$ cat src/rtl/iterative_divider_pkg.sv
// Shared definitions for the iterative divider.
//   div_op_e    : operation encoding, matches funct3[1:0] of the RV32M divide group
//   div_state_e : control FSM states
//   op_is_signed / op_is_rem : decode helpers for div_op_e
package iterative_divider_pkg;

    typedef enum logic [1:0] {
        OpDiv  = 2'b00,
        OpDivu = 2'b01,
        OpRem  = 2'b10,
        OpRemu = 2'b11
    } div_op_e;

    typedef enum logic [1:0] {
        StIdle = 2'd0,
        StRun  = 2'd1,
        StFix  = 2'd2,
        StDone = 2'd3
    } div_state_e;

    function automatic logic op_is_signed(div_op_e op);
        return (op == OpDiv) || (op == OpRem);
    endfunction

    function automatic logic op_is_rem(div_op_e op);
        return (op == OpRem) || (op == OpRemu);
    endfunction

endpackage

$ cat src/rtl/iterative_divider_div_step.sv
// One combinational restoring-division step.
//   rem_i     [Size:0]   partial remainder from the previous step
//   dvd_msb_i            next dividend bit shifted into the remainder
//   divisor_i [Size-1:0] divisor magnitude
//   rem_o     [Size:0]   partial remainder after the conditional subtract
//   q_bit_o              quotient bit produced by this step
module iterative_divider_div_step #(
    parameter int unsigned Size = 32
) (
    input  logic [Size:0]   rem_i,
    input  logic            dvd_msb_i,
    input  logic [Size-1:0] divisor_i,
    output logic [Size:0]   rem_o,
    output logic            q_bit_o
);

    logic [Size:0]   shifted;
    logic [Size+1:0] diff;

    assign shifted = {rem_i[Size-1:0], dvd_msb_i};

    // Subtract as shifted + ~divisor + 1; the carry-out is set exactly when
    // shifted >= divisor (no borrow).
    assign diff = {1'b0, shifted} + {1'b0, ~{1'b0, divisor_i}} + {{(Size+1){1'b0}}, 1'b1};

    // A set top bit on the incoming remainder would mean the shifted value
    // exceeds any divisor; it never happens with a restoring sequence but keeps
    // the step correct for any input.
    assign q_bit_o = diff[Size+1] | rem_i[Size];
    assign rem_o   = q_bit_o ? diff[Size:0] : shifted;

endmodule

$ cat src/rtl/iterative_divider.sv
// Multi-cycle RV32M divide/remainder unit (DIV, DIVU, REM, REMU).
// Restoring shift-subtract, one quotient bit per cycle, fixed latency Size+2.
//   clk_i     clock, rising edge
//   reset_i   synchronous active-high reset
//   start_i   request, sampled only in idle/done
//   op_i      00 DIV, 01 DIVU, 10 REM, 11 REMU
//   a_i, b_i  dividend / divisor, sampled with start_i
//   flush_i   synchronous abort
//   busy_o    operation in progress (stall request)
//   valid_o   one-cycle pulse, result_o is valid
//   result_o  quotient or remainder, held until overwritten by the next op
module iterative_divider
    import iterative_divider_pkg::*;
#(
    parameter int unsigned Size = 32
) (
    input  logic            clk_i,
    input  logic            reset_i,
    input  logic            start_i,
    input  logic [1:0]      op_i,
    input  logic [Size-1:0] a_i,
    input  logic [Size-1:0] b_i,
    input  logic            flush_i,
    output logic            busy_o,
    output logic            valid_o,
    output logic [Size-1:0] result_o
);

    localparam int unsigned    CntW    = (Size > 1) ? $clog2(Size) : 1;
    localparam logic [CntW-1:0] CntLast = CntW'(Size - 1);
    localparam logic [Size-1:0] MinNeg  = {1'b1, {(Size-1){1'b0}}};

    div_state_e      state_q, state_d;
    div_op_e         op_q, op_d;
    logic [Size-1:0] dvd_q, dvd_d;      // dividend shifting out, quotient shifting in
    logic [Size-1:0] dvs_q, dvs_d;      // divisor magnitude
    logic [Size-1:0] a_q, a_d;          // raw dividend for the divide-by-zero remainder
    logic [Size:0]   rem_q, rem_d;
    logic [CntW-1:0] cnt_q, cnt_d;
    logic            quot_neg_q, quot_neg_d;
    logic            rem_neg_q, rem_neg_d;
    logic            div0_q, div0_d;
    logic            ovf_q, ovf_d;
    logic [Size-1:0] result_q, result_d;

    // Operand conditioning for a new request.
    div_op_e         in_op;
    logic            in_signed;
    logic [Size-1:0] abs_a, abs_b;

    assign in_op     = div_op_e'(op_i);
    assign in_signed = op_is_signed(in_op);
    assign abs_a     = (in_signed && a_i[Size-1]) ? -a_i : a_i;
    assign abs_b     = (in_signed && b_i[Size-1]) ? -b_i : b_i;

    logic [Size:0] step_rem;
    logic          step_q;

    iterative_divider_div_step #(
        .Size (Size)
    ) u_step (
        .rem_i     (rem_q),
        .dvd_msb_i (dvd_q[Size-1]),
        .divisor_i (dvs_q),
        .rem_o     (step_rem),
        .q_bit_o   (step_q)
    );

    // Sign correction and special cases, applied in the fix cycle.
    logic [Size-1:0] quot_fix, rem_fix, fix_result;

    assign quot_fix = quot_neg_q ? -dvd_q : dvd_q;
    assign rem_fix  = rem_neg_q ? -rem_q[Size-1:0] : rem_q[Size-1:0];

    always_comb begin
        fix_result = quot_fix;
        if (op_is_rem(op_q)) begin
            if (div0_q) begin
                fix_result = a_q;
            end else if (ovf_q) begin
                fix_result = '0;
            end else begin
                fix_result = rem_fix;
            end
        end else begin
            if (div0_q) begin
                fix_result = '1;
            end else if (ovf_q) begin
                fix_result = MinNeg;
            end
        end
    end

    always_comb begin
        state_d    = state_q;
        op_d       = op_q;
        dvd_d      = dvd_q;
        dvs_d      = dvs_q;
        a_d        = a_q;
        rem_d      = rem_q;
        cnt_d      = cnt_q;
        quot_neg_d = quot_neg_q;
        rem_neg_d  = rem_neg_q;
        div0_d     = div0_q;
        ovf_d      = ovf_q;
        result_d   = result_q;

        if (flush_i) begin
            state_d = StIdle;
        end else begin
            case (state_q)
                StIdle, StDone: begin
                    state_d = StIdle;
                    if (start_i) begin
                        state_d    = StRun;
                        op_d       = in_op;
                        dvd_d      = abs_a;
                        dvs_d      = abs_b;
                        a_d        = a_i;
                        rem_d      = '0;
                        cnt_d      = CntLast;
                        quot_neg_d = in_signed & (a_i[Size-1] ^ b_i[Size-1]);
                        rem_neg_d  = in_signed & a_i[Size-1];
                        div0_d     = (b_i == '0);
                        ovf_d      = in_signed & (a_i == MinNeg) & (b_i == '1);
                    end
                end
                StRun: begin
                    rem_d = step_rem;
                    dvd_d = {dvd_q[Size-2:0], step_q};
                    cnt_d = cnt_q - CntW'(1);
                    if (cnt_q == '0) begin
                        state_d = StFix;
                    end
                end
                StFix: begin
                    result_d = fix_result;
                    state_d  = StDone;
                end
                default: state_d = StIdle;
            endcase
        end
    end

    always_ff @(posedge clk_i) begin
        if (reset_i) begin
            state_q    <= StIdle;
            op_q       <= OpDiv;
            dvd_q      <= '0;
            dvs_q      <= '0;
            a_q        <= '0;
            rem_q      <= '0;
            cnt_q      <= '0;
            quot_neg_q <= 1'b0;
            rem_neg_q  <= 1'b0;
            div0_q     <= 1'b0;
            ovf_q      <= 1'b0;
            result_q   <= '0;
        end else begin
            state_q    <= state_d;
            op_q       <= op_d;
            dvd_q      <= dvd_d;
            dvs_q      <= dvs_d;
            a_q        <= a_d;
            rem_q      <= rem_d;
            cnt_q      <= cnt_d;
            quot_neg_q <= quot_neg_d;
            rem_neg_q  <= rem_neg_d;
            div0_q     <= div0_d;
            ovf_q      <= ovf_d;
            result_q   <= result_d;
        end
    end

    assign busy_o   = (state_q == StRun) || (state_q == StFix);
    assign valid_o  = (state_q == StDone);
    assign result_o = result_q;

endmodule
$ cat config.mk
export PLATFORM = sky130hd
export DESIGN_NAME = iterative_divider
export DESIGN_NICKNAME = d
export VERILOG_FILES = /design/src/rtl/iterative_divider_pkg.sv /design/src/rtl/iterative_divider_div_step.sv /design/src/rtl/iterative_divider.sv
export SDC_FILE = /design/constraint.sdc
export NUM_CORES = 1
export LEC_CHECK = 0
export CAP_MARGIN = 20
export CORE_ASPECT_RATIO = 0.8
export CORE_UTILIZATION = 40
export DETAILED_ROUTE_END_ITERATION = 10
export PLACE_DENSITY_LB_ADDON = 0.08
export SYNTH_ARGS = -nofsm -noshare
export SYNTH_HDL_FRONTEND = slang
export SYNTH_SLANG_ARGS = --single-unit
export TNS_END_PERCENT = 100
$ cat constraint.sdc
create_clock -name clk_i -period 6.4 [get_ports clk_i]
set_input_delay 0.96 -clock clk_i [delete_from_list [all_inputs] [get_ports clk_i]]
set_output_delay 0.96 -clock clk_i [all_outputs]
set_load 0.01 [all_outputs]
==> metrics.json, run 1 <==
{
  "post_layout_net_count": {"value": 1654},
  "max_cap_violations": {"value": 0},
  "fmax": {"value": 258, "unit": "MHz"},
  "relSlewSlack": {"value": 24.2, "unit": "%"},
  "transition_time_of_the_tightest_slew_check_pin": {"value": 1.14, "unit": "ns"},
  "p_seq_share": {"value": 41.8, "unit": "%"},
  "num_antenna_cells": {"value": 0},
  "critPathCaptureType": {"value": "register"},
  "route.detailed.drc": {"value": 0},
  "grt.total_usage": {"value": 26.3, "unit": "%"},
  "drv_slew": {"value": 0},
  "cts.repair.resized": {"value": 0},
  "cts_tree": {"value": "yes"},
  "detailedRoute.firstIterationViolations": {"value": 1279},
  "drtPass1Iterations": {"value": 5},
  "seq_area_frac_synth": {"value": 30.1, "unit": "%"},
  "switching_share": {"value": 30.8, "unit": "%"},
  "io_buffer_count": {"value": 103},
  "worst_ep_required": {"value": 6.71, "unit": "ns"},
  "placement.setup.worst_slack": {"value": 2.49, "unit": "ns"},
  "data_arrival_critical_path": {"value": 4.19, "unit": "ns"},
  "die-height": {"value": 154, "unit": "um"},
  "drt-vias-per-instance": {"value": 5.80},
  "synth_cell_types": {"value": 67},
  "area_delta_synth_final": {"value": 16.4, "unit": "%"},
  "share_of_flip_flops_with_an_asynchronous_set_or_reset": {"value": 0, "unit": "%"},
  "antenna_found_initial": {"value": 0},
  "netlist_area_before_placement": {"value": 11500, "unit": "um^2"},
  "postSynthNetCount": {"value": 1613},
  "timing.final.hold_violations": {"value": 0},
  "post-route-util": {"value": 47.3, "unit": "%"},
  "crit_path_cell_trace": {"value": "ha_1, a21oi_1, nor3_1, a2111oi_0, and2_1, o31ai_2, a31oi_1, a31o_2, nand2b_1, o21ai_0"},
  "place.gp.congestion": {"value": 0.866},
  "final.setup_skew": {"value": 0.0125, "unit": "ns"},
  "worstSkewPairLatency": {"value": 0.44, "unit": "ns"},
  "dp_cells": {"value": 1891},
  "worstPathMaxFanout": {"value": 34},
  "grt_pass1_vias": {"value": 9948},
  "dieWidth": {"value": 192, "unit": "um"},
  "drt.antenna.violating_nets": {"value": 0},
  "clockPowerShare": {"value": 38.1, "unit": "%"},
  "power.net_switching": {"value": 869, "unit": "uW"},
  "layout_common_cells": {"value": "sky130_fd_sc_hd__nand2_1 (180), sky130_fd_sc_hd__dfxtp_1 (173), sky130_fd_sc_hd__a21oi_1 (135), sky130_fd_sc_hd__o21ai_0 (134)"},
  "routed_wl": {"value": 38300, "unit": "um"},
  "power_density": {"value": 211, "unit": "nW/um^2"},
  "coreArea": {"value": 28300, "unit": "um^2"},
  "synth_warnings": {"value": 0},
  "critical_path.startpoint_type": {"value": "register"},
  "clkSinkCount": {"value": 173},
  "slowest_delay": {"value": 0.92, "unit": "ns"},
  "crit_family": {"value": "compound AO/OA/AOI/OAI gates"},
  "synth_edf_count": {"value": 0},
  "die_area": {"value": 29400, "unit": "um^2"},
  "post-cts-setup-buffer-count": {"value": 0},
  "power_leakage": {"value": 0.00499, "unit": "uW"},
  "initial_core_util": {"value": 40.7, "unit": "%"},
  "clkSlewWorstSetupHoldPaths": {"value": 0.07, "unit": "ns"},
  "grt_start_max_net_pins": {"value": 70},
  "rsz0062_at_grt": {"value": "false"},
  "cellInternalPower": {"value": 1960, "unit": "uW"},
  "timing.setup.critical_path_class": {"value": "reg2reg"},
  "fin_tns_setup": {"value": 0, "unit": "ns"},
  "cts.hold.buffers_added": {"value": 0},
  "cts-htree-levels": {"value": 4},
  "clock_buffer_count_from_cts": {"value": 17},
  "cts_max_path_buffers": {"value": 2},
  "via_count": {"value": 11161},
  "status": {"value": "finished clean"},
  "vdd.ir_drop.worst": {"value": 0.182, "unit": "mV"},
  "fin_cells": {"value": 1924},
  "crit_slowest_cell": {"value": "sky130_fd_sc_hd__a31o_2"},
  "gr-total-overflow": {"value": 0},
  "final.setup.worst_slack": {"value": 2.52, "unit": "ns"},
  "hold_class": {"value": "reg2reg"},
  "netlist_instances": {"value": 1500},
  "final.period_utilization": {"value": 60.6, "unit": "%"},
  "placement_rows": {"value": 55},
  "path_buf_inv": {"value": 0},
  "routed_wire_per_std_cell": {"value": 19.9, "unit": "um"},
  "finalCriticalPeriod": {"value": 3.88, "unit": "ns"},
  "synth-seq-cells": {"value": 173},
  "global_route_wire_length_before_repair": {"value": 59800, "unit": "um"},
  "most_frequent_standard_cell_in_the_layout_excluding_fill_and_tap_cells": {"value": "sky130_fd_sc_hd__nand2_1"},
  "postSynth.topFlopCell": {"value": "sky130_fd_sc_hd__dfxtp_1"},
  "layout-drive-gt1-share": {"value": 4.89, "unit": "%"},
  "ctsRootBufferMaster": {"value": "sky130_fd_sc_hd__clkbuf_16"},
  "syn_area_per_cell": {"value": 7.67, "unit": "um^2"},
  "io-pin-count": {"value": 104},
  "final_setup_viols": {"value": 0},
  "post-dp-hpwl": {"value": 28600, "unit": "um"},
  "comb_power_share": {"value": 20.1, "unit": "%"}
}
logic make-up after synthesis:
family                   Yosys count  synth area share (%)
AO/OA/AOI/OAI                    480                  26.4
AND/OR/NAND/NOR                  470                  19.6
flip-flops                       173                  30.1
buffers and inverters            156                  5.12
XOR/XNOR                         145                  11.0
adder cells (fa/ha/maj)           43                  4.74
multiplexers                      33                  2.90
area by class of cell:
class / count / area (um^2)
Inverter: 59 / 221
Fill cell: 2857 / 14900
Sequential cell: 173 / 3460
Multi-Input combinational cell: 1171 / 7470
Clock buffer: 19 / 443
Clock inverter: 13 / 154
Tap cell: 370 / 463
Timing Repair Buffer: 119 / 1170
final timing paths:
| check | from | end | slack, ns | depth (start not counted) |
|---|---|---|---|---|
| worst max-delay path | rem_q[5] | rem_q[32] | 2.52 | 10 |
| worst min register to register | result_o[5] | result_o[5] | 0.45 | 2 |
| worst max register to register | rem_q[5] | rem_q[32] | 2.52 | 10 |
| worst min-delay path | result_o[5] | result_o[5] | 0.45 | 2 |
worst min-delay path, delay by kind of cell (launching register included):
family / cells / cell delay (ns)
DFF: 1 / 0.31
and+or+nand+nor: 1 / 0.05
AOI/OAI and AO/OA: 1 / 0.05
layer usage:
layer / track usage (%) / vias to the layer above / part of all wire [%] / routed length (um)
li1: - / 5501 / - / -
met3: 4.70 / 27 / 7.6 / 2930
met1: 43.1 / 5237 / 53 / 20200
met5: 0 / - / 0 / 0
met4: 5.06 / 0 / 1.0 / 399
met2: 34.6 / 396 / 39 / 14800
sequential cells by signal (all words and copies together), names as in the netlist, 2 cells and up:
name	count
dvd_q	32
rem_q	33
cnt_q	5
state_q	2
result_o	32
a_q	32
dvs_q	32
power groups by stage:
| stage | logic (uW) | clock network [uW] | registers (uW) |
|---|---|---|---|
| after floorplan | 373 | 0 | 1180 |
| after global routing | 622 | 1150 | 1190 |
| after detailed placement | 555 | 0 | 1210 |
| after CTS | 557 | 1100 | 1180 |
| after global placement | 555 | 0 | 1200 |
| final | 568 | 1080 | 1180 |
cells in the mapped netlist, types with 20 or more instances:
library cell / n / area share, %
sky130_fd_sc_hd__nand2_1: 180 / 5.9
sky130_fd_sc_hd__dfxtp_1: 173 / 30
sky130_fd_sc_hd__a21oi_1: 136 / 5.9
sky130_fd_sc_hd__o21ai_0: 134 / 5.8
sky130_fd_sc_hd__nor2_1: 105 / 3.4
sky130_fd_sc_hd__clkbuf_1: 90 / 2.9
sky130_fd_sc_hd__xor2_1: 74 / 5.6
sky130_fd_sc_hd__xnor2_1: 71 / 5.4
sky130_fd_sc_hd__inv_1: 59 / 1.9
sky130_fd_sc_hd__a211oi_1: 58 / 3.8
sky130_fd_sc_hd__ha_1: 42 / 4.6
sky130_fd_sc_hd__nor3_1: 31 / 1.3
sky130_fd_sc_hd__mux2i_1: 30 / 2.6
sky130_fd_sc_hd__nand3b_1: 28 / 1.8
sky130_fd_sc_hd__o31ai_1: 24 / 1.6
sky130_fd_sc_hd__nand3_1: 23 / 1.0
sky130_fd_sc_hd__or3_1: 20 / 1.1
stage by stage:
step	total power (uW)	instance area, um^2	hold slack, ns
2_1_floorplan	1560	11500	0.426
3_3_place_gp	1760	12800	0.440
3_5_place_dp	1760	12800	0.444
4_1_cts	2840	13400	0.454
5_1_grt	2960	13400	0.462
6_report	2820	13400	0.448
(Power assumes the default switching activity.)
==> run 2, diff against run 1 <==
==> constraint.sdc (replaced) <==
create_clock -name clk_i -period 4 [get_ports clk_i]
set_input_delay 0.6 -clock clk_i [delete_from_list [all_inputs] [get_ports clk_i]]
set_output_delay 0.6 -clock clk_i [all_outputs]
set_load 0.01 [all_outputs]
==> run 2 against run 1 <==
Effect of this change:
- die area stayed put
- combinational power increased by 61%
- fmax rose by 7.9%
- clock power grew 65%
- critical path depth increased by 1
- global-route usage rose by 0.097 points
- core utilization rose by 0.36 points
- highest routed layer unchanged
- worst setup slack worse by 2.1 ns
- cell count rose by 0.47%
==> metrics.json, run 2 (synthesized netlist as in run 1, its figures left out) <==
{
  "status": {"value": "finished clean"},
  "hold_start": {"value": "result_o[5]"},
  "vdd.ir_drop.worst": {"value": 0.299, "unit": "mV"},
  "layout_common_cells": {"value": "sky130_fd_sc_hd__nand2_1 (180), sky130_fd_sc_hd__dfxtp_1 (173), sky130_fd_sc_hd__a21oi_1 (135), sky130_fd_sc_hd__o21ai_0 (134)"},
  "rr_startpoint": {"value": "rem_q[5]"},
  "layout-drive-gt1-share": {"value": 5.50, "unit": "%"},
  "io-pin-count": {"value": 104},
  "max_cap_violations": {"value": 0},
  "power_density": {"value": 340, "unit": "nW/um^2"},
  "clkSinkCount": {"value": 173},
  "final.fill_count": {"value": 2875},
  "place.gp.congestion": {"value": 0.934},
  "drtPass1Iterations": {"value": 5},
  "post-cts-setup-buffer-count": {"value": 0},
  "cts.hold.buffers_added": {"value": 0},
  "cts-htree-levels": {"value": 4},
  "critical_path.reg2reg.endpoint": {"value": "rem_q[2]"},
  "worstHoldEndpoint": {"value": "result_o[5]"},
  "cts_max_path_buffers": {"value": 2},
  "route.detailed.drc": {"value": 0},
  "largest_register_ffs": {"value": 33},
  "timing.setup.critical_path_class": {"value": "reg2reg"},
  "io_buffer_count": {"value": 103},
  "hold_class": {"value": "reg2reg"},
  "grt_pass1_vias": {"value": 10222},
  "critical_path.startpoint_type": {"value": "register"},
  "global_route_wire_length_before_repair": {"value": 60300, "unit": "um"},
  "ctsRootBufferMaster": {"value": "sky130_fd_sc_hd__clkbuf_16"},
  "timing.final.hold_violations": {"value": 0},
  "drt.antenna.violating_nets": {"value": 0},
  "initial_core_util": {"value": 40.7, "unit": "%"},
  "routed_wl": {"value": 38300, "unit": "um"},
  "hold_depth": {"value": 2},
  "cts.repair.resized": {"value": 0},
  "final.period_utilization": {"value": 89.9, "unit": "%"},
  "drv_slew": {"value": 0},
  "fmax": {"value": 278, "unit": "MHz"},
  "finalCriticalPeriod": {"value": 3.60, "unit": "ns"},
  "dieWidth": {"value": 192, "unit": "um"},
  "relSlewSlack": {"value": 28.9, "unit": "%"},
  "post_layout_net_count": {"value": 1663},
  "clkSlewWorstSetupHoldPaths": {"value": 0.07, "unit": "ns"},
  "drt-vias-per-instance": {"value": 5.80},
  "worstSkewPairLatency": {"value": 0.44, "unit": "ns"},
  "via_count": {"value": 11202},
  "final.setup_skew": {"value": 0.0116, "unit": "ns"},
  "grt_start_max_net_pins": {"value": 98},
  "reg2reg_depth": {"value": 11},
  "worstPathMaxFanout": {"value": 24},
  "final_setup_viols": {"value": 0},
  "most_frequent_standard_cell_in_the_layout_excluding_fill_and_tap_cells": {"value": "sky130_fd_sc_hd__nand2_1"},
  "worst_ep_required": {"value": 4.31, "unit": "ns"},
  "detailedRoute.firstIterationViolations": {"value": 1032},
  "gr-total-overflow": {"value": 0},
  "num_antenna_cells": {"value": 0},
  "critPathCaptureType": {"value": "register"},
  "transition_time_of_the_tightest_slew_check_pin": {"value": 1.06, "unit": "ns"},
  "area_delta_synth_final": {"value": 17.3, "unit": "%"},
  "antenna_found_initial": {"value": 0},
  "data_arrival_critical_path": {"value": 3.91, "unit": "ns"},
  "grt.total_usage": {"value": 26.4, "unit": "%"},
  "power_leakage": {"value": 0.00506, "unit": "uW"},
  "coreArea": {"value": 28300, "unit": "um^2"},
  "post-route-util": {"value": 47.7, "unit": "%"},
  "placement_rows": {"value": 55},
  "fin_tns_setup": {"value": 0, "unit": "ns"},
  "post-dp-hpwl": {"value": 29000, "unit": "um"},
  "die_area": {"value": 29400, "unit": "um^2"},
  "rsz0062_at_grt": {"value": "false"},
  "register_to_register_path_setup_slack": {"value": 0.40, "unit": "ns"},
  "registers.top_by_ff_count": {"value": "rem_q"},
  "die-height": {"value": 154, "unit": "um"},
  "cts_tree": {"value": "yes"},
  "clock_buffer_count_from_cts": {"value": 17},
  "routed_wire_per_std_cell": {"value": 19.8, "unit": "um"}
}
run 2: power by group:
part,switching [uW],internal [uW],leakage [uW]
combinational,537,377,0.00334
sequential,85.6,1800,0.00141
clock,815,969,0.000303
total,1440,3150,0.00506
run 2: worst max-delay path by stage:
stage,startpoint,end,slack [ns],depth (start not counted)
after floorplan,dvd_q[0],result_o[28],0.96,12
after global placement,a_i[14],dvd_q[31],0.59,10
after detailed placement,rem_q[5],rem_q[2],0.54,11
after CTS,rem_q[5],rem_q[2],0.52,11
after global routing,rem_q[5],rem_q[21],0.21,11
final,rem_q[5],rem_q[2],0.40,11
run 2: cell type report:
| class | count | area (um^2) | share of cell area (%) |
|---|---|---|---|
| timing repair buffer | 128 | 1250 | 9.29 |
| tap | 370 | 463 | 3.43 |
| clock buffer | 18 | 439 | 3.26 |
| sequential | 173 | 3460 | 25.7 |
| inverter | 59 | 221 | 1.64 |
| multi-input combinational | 1171 | 7470 | 55.4 |
| clock inverter | 14 | 175 | 1.30 |
run 2: per-stage QoR:
step	hold WS, ns	cells	cell area, um^2	setup slack [ns]	power (uW)
2_1_floorplan	0.426	1500	11500	0.961	2490
3_3_place_gp	0.441	1901	12900	0.587	2820
3_5_place_dp	0.447	1901	12900	0.537	2830
4_1_cts	0.457	1933	13500	0.516	4600
5_1_grt	0.473	1933	13500	0.205	4780
6_report	0.452	1933	13500	0.404	4590
run 2: critical path, stage by stage (launching register included):
cell                        delay (ns)
sky130_fd_sc_hd__dfxtp_1          0.47
sky130_fd_sc_hd__ha_1             0.34
sky130_fd_sc_hd__a21oi_1          0.22
sky130_fd_sc_hd__nor3_1           0.07
sky130_fd_sc_hd__a2111oi_0        0.67
sky130_fd_sc_hd__and2_1           0.31
sky130_fd_sc_hd__o31ai_2          0.13
sky130_fd_sc_hd__a31oi_1          0.29
sky130_fd_sc_hd__a31o_2           0.40
sky130_fd_sc_hd__buf_12           0.25
sky130_fd_sc_hd__mux2i_1          0.21
sky130_fd_sc_hd__o21ai_0          0.09
run 2: metal layers:
metal / global-route usage [%] / up-vias / share of wire (%)
met5: 0 / - / 0
li1: - / 5524 / -
met3: 6.92 / 25 / 8.0
met1: 41.7 / 5275 / 52
met2: 35.0 / 378 / 39
met4: 5.18 / 0 / 0.92
